### src/rtl/execute_cycle_if.sv
// ID/EX -> EX -> EX/MEM signal bundle for the RV32I execute stage.
// master drives the decoded instruction and forwarding selects; slave is the EX stage.
interface execute_cycle_if;
  logic        RegWriteE;
  logic        ALUSrcE;
  logic        MemWriteE;
  logic        ResultSrcE;
  logic        BranchE;
  logic [2:0]  ALUControlE;
  logic [31:0] RD1_E;
  logic [31:0] RD2_E;
  logic [31:0] Imm_Ext_E;
  logic [31:0] PCE;
  logic [31:0] PCPlus4E;
  logic [4:0]  RD_E;
  logic [1:0]  ForwardA_E;
  logic [1:0]  ForwardB_E;
  logic [31:0] ResultW;

  logic        PCSrcE;
  logic [31:0] PCTargetE;
  logic        RegWriteM;
  logic        MemWriteM;
  logic        ResultSrcM;
  logic [4:0]  RD_M;
  logic [31:0] ALU_ResultM;
  logic [31:0] WriteDataM;
  logic [31:0] PCPlus4M;
  logic [15:0] BranchCount;

  modport master (
    output RegWriteE, ALUSrcE, MemWriteE, ResultSrcE, BranchE, ALUControlE,
           RD1_E, RD2_E, Imm_Ext_E, PCE, PCPlus4E, RD_E,
           ForwardA_E, ForwardB_E, ResultW,
    input  PCSrcE, PCTargetE, RegWriteM, MemWriteM, ResultSrcM, RD_M,
           ALU_ResultM, WriteDataM, PCPlus4M, BranchCount
  );

  modport slave (
    input  RegWriteE, ALUSrcE, MemWriteE, ResultSrcE, BranchE, ALUControlE,
           RD1_E, RD2_E, Imm_Ext_E, PCE, PCPlus4E, RD_E,
           ForwardA_E, ForwardB_E, ResultW,
    output PCSrcE, PCTargetE, RegWriteM, MemWriteM, ResultSrcM, RD_M,
           ALU_ResultM, WriteDataM, PCPlus4M, BranchCount
  );
endinterface

### src/rtl/execute_cycle.sv
// RV32I execute stage: operand forwarding, ALU, branch resolution, EX/MEM register
// and a wrapping debug counter of taken branches.
module execute_cycle (
  input logic            clk,
  input logic            rst,
  execute_cycle_if.slave ex
);
  logic        reg_write_reg;
  logic        mem_write_reg;
  logic        result_src_reg;
  logic [4:0]  rd_reg;
  logic [31:0] alu_result_reg;
  logic [31:0] write_data_reg;
  logic [31:0] pc_plus4_reg;
  logic [15:0] branch_count_reg;

  logic [31:0] fwd_src [2];
  logic [1:0]  fwd_sel [2];
  logic [31:0] fwd_val [2];
  logic [31:0] src_b;
  logic [31:0] alu_result;
  logic        pc_src;

  assign fwd_src[0] = ex.RD1_E;
  assign fwd_src[1] = ex.RD2_E;
  assign fwd_sel[0] = ex.ForwardA_E;
  assign fwd_sel[1] = ex.ForwardB_E;

  // Select 10 forwards this stage's own registered result (previous instruction).
  genvar gi;
  generate
    for (gi = 0; gi < 2; gi++) begin : g_fwd
      assign fwd_val[gi] = (fwd_sel[gi] == 2'b01) ? ex.ResultW :
                           (fwd_sel[gi] == 2'b10) ? alu_result_reg :
                                                    fwd_src[gi];
    end
  endgenerate

  assign src_b = ex.ALUSrcE ? ex.Imm_Ext_E : fwd_val[1];

  always_comb begin
    alu_result = 32'h0;
    case (ex.ALUControlE)
      3'b000: alu_result = fwd_val[0] + src_b;
      3'b001: alu_result = fwd_val[0] - src_b;
      3'b010: alu_result = fwd_val[0] & src_b;
      3'b011: alu_result = fwd_val[0] | src_b;
      3'b101: alu_result = {31'h0, $signed(fwd_val[0]) < $signed(src_b)};
      default: alu_result = 32'h0;
    endcase
  end

  assign pc_src       = ex.BranchE & (alu_result == 32'h0);
  assign ex.PCSrcE    = pc_src;
  assign ex.PCTargetE = ex.PCE + ex.Imm_Ext_E;

  always_ff @(posedge clk) begin
    if (rst) begin
      reg_write_reg    <= 1'b0;
      mem_write_reg    <= 1'b0;
      result_src_reg   <= 1'b0;
      rd_reg           <= 5'h0;
      alu_result_reg   <= 32'h0;
      write_data_reg   <= 32'h0;
      pc_plus4_reg     <= 32'h0;
      branch_count_reg <= 16'h0;
    end else begin
      reg_write_reg  <= ex.RegWriteE;
      mem_write_reg  <= ex.MemWriteE;
      result_src_reg <= ex.ResultSrcE;
      rd_reg         <= ex.RD_E;
      alu_result_reg <= alu_result;
      write_data_reg <= fwd_val[1];
      pc_plus4_reg   <= ex.PCPlus4E;
      if (pc_src)
        branch_count_reg <= branch_count_reg + 16'h1;
    end
  end

  assign ex.RegWriteM   = reg_write_reg;
  assign ex.MemWriteM   = mem_write_reg;
  assign ex.ResultSrcM  = result_src_reg;
  assign ex.RD_M        = rd_reg;
  assign ex.ALU_ResultM = alu_result_reg;
  assign ex.WriteDataM  = write_data_reg;
  assign ex.PCPlus4M    = pc_plus4_reg;
  assign ex.BranchCount = branch_count_reg;
endmodule

### src/flat_wrapper.sv
// flat-port wrapper written by rule: the top's interface ports become plain ports
module execute_cycle_flat 
  (clk, rst, ex_RegWriteE, ex_ALUSrcE, ex_MemWriteE, ex_ResultSrcE, ex_BranchE, ex_ALUControlE, ex_RD1_E, ex_RD2_E, ex_Imm_Ext_E, ex_PCE, ex_PCPlus4E, ex_RD_E, ex_ForwardA_E, ex_ForwardB_E, ex_ResultW, ex_PCSrcE, ex_PCTargetE, ex_RegWriteM, ex_MemWriteM, ex_ResultSrcM, ex_RD_M, ex_ALU_ResultM, ex_WriteDataM, ex_PCPlus4M, ex_BranchCount);
  execute_cycle_if ex_i ();
  input logic clk;
  input logic rst;
  input wire logic [$bits(ex_i.RegWriteE)-1:0] ex_RegWriteE;
  input wire logic [$bits(ex_i.ALUSrcE)-1:0] ex_ALUSrcE;
  input wire logic [$bits(ex_i.MemWriteE)-1:0] ex_MemWriteE;
  input wire logic [$bits(ex_i.ResultSrcE)-1:0] ex_ResultSrcE;
  input wire logic [$bits(ex_i.BranchE)-1:0] ex_BranchE;
  input wire logic [$bits(ex_i.ALUControlE)-1:0] ex_ALUControlE;
  input wire logic [$bits(ex_i.RD1_E)-1:0] ex_RD1_E;
  input wire logic [$bits(ex_i.RD2_E)-1:0] ex_RD2_E;
  input wire logic [$bits(ex_i.Imm_Ext_E)-1:0] ex_Imm_Ext_E;
  input wire logic [$bits(ex_i.PCE)-1:0] ex_PCE;
  input wire logic [$bits(ex_i.PCPlus4E)-1:0] ex_PCPlus4E;
  input wire logic [$bits(ex_i.RD_E)-1:0] ex_RD_E;
  input wire logic [$bits(ex_i.ForwardA_E)-1:0] ex_ForwardA_E;
  input wire logic [$bits(ex_i.ForwardB_E)-1:0] ex_ForwardB_E;
  input wire logic [$bits(ex_i.ResultW)-1:0] ex_ResultW;
  output wire logic [$bits(ex_i.PCSrcE)-1:0] ex_PCSrcE;
  output wire logic [$bits(ex_i.PCTargetE)-1:0] ex_PCTargetE;
  output wire logic [$bits(ex_i.RegWriteM)-1:0] ex_RegWriteM;
  output wire logic [$bits(ex_i.MemWriteM)-1:0] ex_MemWriteM;
  output wire logic [$bits(ex_i.ResultSrcM)-1:0] ex_ResultSrcM;
  output wire logic [$bits(ex_i.RD_M)-1:0] ex_RD_M;
  output wire logic [$bits(ex_i.ALU_ResultM)-1:0] ex_ALU_ResultM;
  output wire logic [$bits(ex_i.WriteDataM)-1:0] ex_WriteDataM;
  output wire logic [$bits(ex_i.PCPlus4M)-1:0] ex_PCPlus4M;
  output wire logic [$bits(ex_i.BranchCount)-1:0] ex_BranchCount;
  assign ex_i.RegWriteE = ex_RegWriteE;
  assign ex_i.ALUSrcE = ex_ALUSrcE;
  assign ex_i.MemWriteE = ex_MemWriteE;
  assign ex_i.ResultSrcE = ex_ResultSrcE;
  assign ex_i.BranchE = ex_BranchE;
  assign ex_i.ALUControlE = ex_ALUControlE;
  assign ex_i.RD1_E = ex_RD1_E;
  assign ex_i.RD2_E = ex_RD2_E;
  assign ex_i.Imm_Ext_E = ex_Imm_Ext_E;
  assign ex_i.PCE = ex_PCE;
  assign ex_i.PCPlus4E = ex_PCPlus4E;
  assign ex_i.RD_E = ex_RD_E;
  assign ex_i.ForwardA_E = ex_ForwardA_E;
  assign ex_i.ForwardB_E = ex_ForwardB_E;
  assign ex_i.ResultW = ex_ResultW;
  assign ex_PCSrcE = ex_i.PCSrcE;
  assign ex_PCTargetE = ex_i.PCTargetE;
  assign ex_RegWriteM = ex_i.RegWriteM;
  assign ex_MemWriteM = ex_i.MemWriteM;
  assign ex_ResultSrcM = ex_i.ResultSrcM;
  assign ex_RD_M = ex_i.RD_M;
  assign ex_ALU_ResultM = ex_i.ALU_ResultM;
  assign ex_WriteDataM = ex_i.WriteDataM;
  assign ex_PCPlus4M = ex_i.PCPlus4M;
  assign ex_BranchCount = ex_i.BranchCount;
  execute_cycle u_core (.clk(clk), .rst(rst), .ex(ex_i));
endmodule
### config.mk
export PLATFORM = sky130hd
export DESIGN_NAME = execute_cycle_flat
export DESIGN_NICKNAME = d
export VERILOG_FILES = /design/src/rtl/execute_cycle_if.sv /design/src/rtl/execute_cycle.sv /design/src/flat_wrapper.sv
export SDC_FILE = /design/constraint.sdc
export NUM_CORES = 1
export LEC_CHECK = 0
export ABC_AREA = 1
export BUFFER_PORTS_ARGS = -buffer_cell sky130_fd_sc_hd__buf_4
export CAP_MARGIN = 20
export CORE_MARGIN = 2
export CORE_UTILIZATION = 40
export CTS_BUF_LIST = sky130_fd_sc_hd__clkbuf_4 sky130_fd_sc_hd__clkbuf_8
export CTS_CLUSTER_DIAMETER = 30
export CTS_CLUSTER_SIZE = 25
export DETAILED_ROUTE_END_ITERATION = 8
export SLEW_MARGIN = 0
export SYNTH_ARGS = -nofsm -noshare
export SYNTH_HDL_FRONTEND = slang
export SYNTH_SLANG_ARGS = --single-unit
### constraint.sdc
create_clock -name clk -period 10.9 [get_ports clk]
set_clock_uncertainty 0.15 [all_clocks]
set_input_delay 1.09 -clock clk [delete_from_list [all_inputs] [get_ports clk]]
set_output_delay 1.09 -clock clk [all_outputs]
set_load 0.01 [all_outputs]
== After elaboration in Yosys (flattened, before gate mapping) ==
Index checks and enable logic that the tools add are counted.

* Output and inout bits: 153
* Bits of input ports: 211
* Flip-flop bits (word level): 120

* Eq/ne operators: 8
* Multiplexer cells: 6
* Magnitude comparators: 1
* Add/sub/neg operators: 4
* Bitwise operators: 3
* Reductions and logical operators: 2

{| class="wikitable"
|+ Operator list
! kind !! number
|-
| 32-bit two-way mux || 5
|-
| 32-bit one-hot mux with 5 select lines || 1
|-
| 32-bit adder || 2
|-
| 32-bit bitwise AND || 1
|-
| 32-bit zero test || 1
|-
| 32-bit < comparator || 1
|-
| 32-bit bitwise OR || 1
|-
| 32-bit subtractor || 1
|-
| 16-bit by 1-bit adder with 16-bit output (second input constant) || 1
|-
| 3-bit by 2-bit equality test with 1-bit output (second input constant) || 2
|-
| 2-bit by 1-bit equality test with 1-bit output (second input constant) || 2
|-
| 2-bit equality test (second input constant) || 2
|-
| 3-bit by 1-bit equality test with 1-bit output (second input constant) || 1
|-
| 3-bit equality test (second input constant) || 1
|-
| 3-bit zero test || 1
|-
| 1-bit bitwise AND || 1
|}

== Longest topological paths before layout ==
* Word-level depth: 8
* Depth in mapped cells: 31
* Depth with buffers taken out: 30

== Worst setup path before layout ==
No wires, ideal clock.

* Path kind: input port to output port
* From: in ex_ForwardB_E[1]
* To: out ex_PCSrcE
* Data arrival time: 4.394 ns
* Stages: 26
* Data required time: 9.660 ns
* Buffers on the path: 2
* Path slack: 5.266 ns
* Cells stage by stage: inv_1 > nor2_1 > clkbuf_1 > nand2_1 > nand3_1 > o21ai_0 > o21ai_0 > ha_1 > inv_1 > fa_1 > inv_1 > nand3_1 > nand2_1 > nand2_1 > nand2_1 > nand2_1 > nand2_1 > o21bai_1 > nor2_1 > nand3_1 > nor2_1 > nand3_2 > nor2_4 > nand3_4 > buf_6 > inv_1

* Longest elaborated chain between the ends: 8
* Elaborated cells on any way between the ends: 13

{| class="wikitable"
|+ Ends and longest elaborated chain
! what !! RTL line !! text
|-
| from (decl) || flat_wrapper.sv:20 || <nowiki>input wire logic [$bits(ex_i.ForwardB_E)-1:0] ex_ForwardB_E;</nowiki>
|-
| 2-bit equality test || execute_cycle.sv:34 || <nowiki>(fwd_sel[gi] == 2'b10) ? alu_result_reg :</nowiki>
|-
| 32-bit two-way mux || execute_cycle.sv:34 ||
|-
| 32-bit two-way mux * || execute_cycle.sv:33 || <nowiki>assign fwd_val[gi] = (fwd_sel[gi] == 2'b01) ? ex.ResultW :</nowiki>
|-
| 32-bit two-way mux * || execute_cycle.sv:39 || <nowiki>assign src_b = ex.ALUSrcE ? ex.Imm_Ext_E : fwd_val[1];</nowiki>
|-
| 32-bit subtractor, or another cell as far along || execute_cycle.sv:45 || <nowiki>3'b001: alu_result = fwd_val[0] - src_b;</nowiki>
|-
| 32-bit one-hot mux with 5 select lines * || execute_cycle.sv:43 || <nowiki>case (ex.ALUControlE)</nowiki>
|-
| 32-bit zero test * || execute_cycle.sv:53 || <nowiki>assign pc_src = ex.BranchE & (alu_result == 32'h0);</nowiki>
|-
| 1-bit bitwise AND * || execute_cycle.sv:53 ||
|-
| to (decl) || flat_wrapper.sv:22 || <nowiki>output wire logic [$bits(ex_i.PCSrcE)-1:0] ex_PCSrcE;</nowiki>
|}

Mark *: on every way between the ends. The rest lies on a longest branch, timed or not.

== Worst setup path in the final report ==
Same ends and word-level chain as after synthesis.

==> run metrics <==
ANT nets after route=0; largest net degree at the start of global routing=68; Worst R2R Path Depth=24; Post-Synth Adder-Cell Area=0.122; mux share of post-synthesis cell area=0; Synth Area in Simple Gates=0.392; M1 wire length=27.2 mm; Mapped Area=13,600 um2; DR iter-0 viols=1,410; Final min period=7.83 ns; Synth Warn #=0; filler cell count=3,605; compound-cell area share of the yosys netlist=0.129; WHS=0.393 ns; Area contributors post-synth=nand2_1, dfxtp_1, ha_1, inv_1, nand3_1; CP max-delay cell=o21ai_0; Yosys top cell by area=nand2_1; worst-skew pair later-pin latency=0.48 ns; Peak VDD IR=0.0000665 V; main combinational cell family by area after synthesis=simple AND/OR/NAND/NOR gates; CTS Buffer Depth=2; CP max FO=33; IO Count=364; XOR/XNOR Fraction of Synth Area=0.0283; Worst Tran Pin Value=0.965 ns; Worst EP arrival=6.59 ns; Netlist cell types=51; Net Switching=940 uW; design area=16,900 um2; worst r2r src=u_core.ex.ALU_ResultM[0]; Total Routing Usage GR=0.342; LEAKAGE=9.41 nW; max_slew headroom=0.356; first-pass GRT wire length=92.1 mm; Avg WL per Cell=20.0 um; post_cts resized=0; Internal Power=1.02 mW; CP max stage delay=0.78 ns; Comb pwr share=0.530; Via density=5.21; initial antenna violation count=5; DP Worst Slack=3.32 ns; Core Footprint=33,500 um2; Routed WL=62.3 mm; uppermost layer routed=met4; Final setup viols=0; die span in x=188 um; GRT overflow=0; placed cell areas=16,500 um2; clk sinks=120; Buffers & Inverters on Critical Path=9; Reg clk slew, reported paths=0.09 ns; Die ar.=35,500 um2; largest delay contributor family on the critical path=simple AND/OR/NAND/NOR gates; Pins Over Slew Limit=0; Root Buffer=clkbuf_8; Clock power frac=0.222; Synth top area share=0.182; RSZ-0062 raised after global routing=false; most frequent CP cell=nand2_1; post-synthesis sequential area ratio=0.177; WP depth=29; Avg Cell Area, Syn=5.80 um2; number of remaining DRC errors=0; CTS tree=done; Final HPWL DP=52.6 mm; Period Utilization, post-route=0.719; vias=16,300; vias in the first global route=15,300; CTS H-tree lvls=4; hold depth=2; worst hold path type=reg -> reg; worst reg-to-reg setup slack=5.77 ns; commonest non-fill, non-tap cell in the layout=nand2_1; Hold EP=u_core.ex.BranchCount[15]; Hold-fix buffers, CTS=0; Setup crit end kind=output pin; # Post-CTS Setup Buffers=0; Final WS setup=3.07 ns; met2 WL=27.1 mm; RR Endpoint=u_core.ex.BranchCount[1]; achievable frequency=128 MHz; switch share=0.481; Syn Nets=2,685; gpl congestion=1.07; final hold vios=0; final setup TNS=0 ns; hold path start=u_core.ex.BranchCount[15]; max cap viols=0; fin nets=2,999; Area Overhead vs Synth=24.5%; die height=188 um; CP Launch Type=input pin; PD cells=116 nW/um2; status=finished, final reports clean; synthesized instance count=2,343; Initial DRT Pass Iterations=6; Worst EP required=9.66 ns; kind of critical path=in -> out; met3 routed WL=6.39 mm; synthesized flop and latch total=120; CTS Buf Count=17; ratio of cells with drive above 1 in the final layout=0.187; proportion of power drawn by flip-flops and latches=0.247; commonest cells after routing, fill and taps aside=nand2_1, inv_1, buf_4; Rows=67; Buffers on Ports=363; Initial Util=0.405
==> how the worst max path moves through the flow <==
stage,to,from
after global routing,ex_PCSrcE,ex_ForwardB_E[1]
after floorplan,ex_PCSrcE,ex_ForwardB_E[1]
after CTS,ex_PCSrcE,ex_ForwardB_E[1]
after global placement,ex_PCSrcE,ex_ForwardB_E[1]
final,ex_PCSrcE,ex_ForwardB_E[1]
after detailed placement,ex_PCSrcE,ex_ForwardB_E[1]
==> cell families (layout without fill, tap and decap cells) <==
kind of cell | count (synthesis) | count (layout)
and+or+nand+nor | 1227 | 1227
DFF | 120 | 120
other | 0 | 5
adders and majority gates | 131 | 131
buffers and inverters | 504 | 831
AOI/OAI and AO/OA | 317 | 317
xor gates and xnor gates | 44 | 44
==> layer usage <==
| layer | global-route usage | vias up |
|---|---|---|
| met5 | 0 | - |
| met4 | 0.109 | 0 |
| met3 | 0.0924 | 76 |
| met2 | 0.531 | 751 |
| met1 | 0.460 | 7441 |
| li1 | - | 7991 |
==> cells in the mapped netlist (all sizes together) <==
cell type  number
a21boi          6
a21o            2
a21oi         100
a221oi          4
a31oi           8
and2            3
and3            1
buf            33
clkbuf         44
clkinv          1
dfxtp         120
fa              3
ha            128
inv           426
nand2         688
nand3         214
nand3b         12
nand4          34
nor2          242
nor3           22
nor3b           1
nor4            7
nor4b           1
o211ai          2
o21a            3
o21ai         150
o21bai         15
o221a           1
o22ai          26
or2             2
xnor2          17
xor2           27
==> worst register-to-register path, cell delays in order (launching register included) <==
cell	delay, ns
dfxtp_1	0.42
nand2_1	0.09
nand3_1	0.09
o21ai_0	0.11
o21ai_0	0.78
ha_1	0.37
inv_1	0.10
fa_1	0.46
inv_1	0.14
nand3_1	0.10
nand2_1	0.12
nand2_1	0.06
nand2_1	0.19
nand2_1	0.08
nand2_1	0.11
a21oi_1	0.07
o21ai_0	0.11
nand3b_1	0.27
nor2_1	0.18
nand2_1	0.11
nor2_4	0.37
nand3_4	0.29
nand2_1	0.14
nand2_1	0.05
nor2_1	0.11
==> state kept, by name (all words and copies together), names as in the netlist <==
name	flops
u_core.ex.ALU_ResultM	32
u_core.ex.WriteDataM	32
u_core.ex.PCPlus4M	32
u_core.ex.BranchCount	16
u_core.ex.MemWriteM	1
u_core.ex.RD_M	5
u_core.ex.RegWriteM	1
u_core.ex.ResultSrcM	1
==> per-stage QoR <==
step	utilization	std cells	total power [mW]
floorplan	-	2343	1.13
global placement	0.492	3085	1.50
detailed placement	0.492	3085	1.50
CTS	0.504	3117	1.94
global route	0.505	3123	2.09
finish	0.505	3123	1.95
==> final cells by class <==
cell class / instances / area, um2 / area share
Timing Repair Buffer: 372 / 2790 / 0.165
Sequential cell: 120 / 2400 / 0.142
Clock inverter: 15 / 180 / 0.0106
Antenna cell: 5 / 12.5 / 0.000739
Inverter: 427 / 1610 / 0.0950
Clock buffer: 17 / 234 / 0.0138
Tap cell: 448 / 561 / 0.0331
Multi-Input combinational cell: 1719 / 9140 / 0.540
==> power by group through the flow <==
stage               registers (mW)  logic (mW)  clock network (mW)
finish                       0.484        1.04               0.435
global route                 0.486        1.14               0.459
CTS                          0.483        1.02               0.441
detailed placement           0.493        1.01                   0
global placement             0.493        1.01                   0
floorplan                    0.502       0.630                   0
Note: power is estimated with default switching activity, not from simulation.
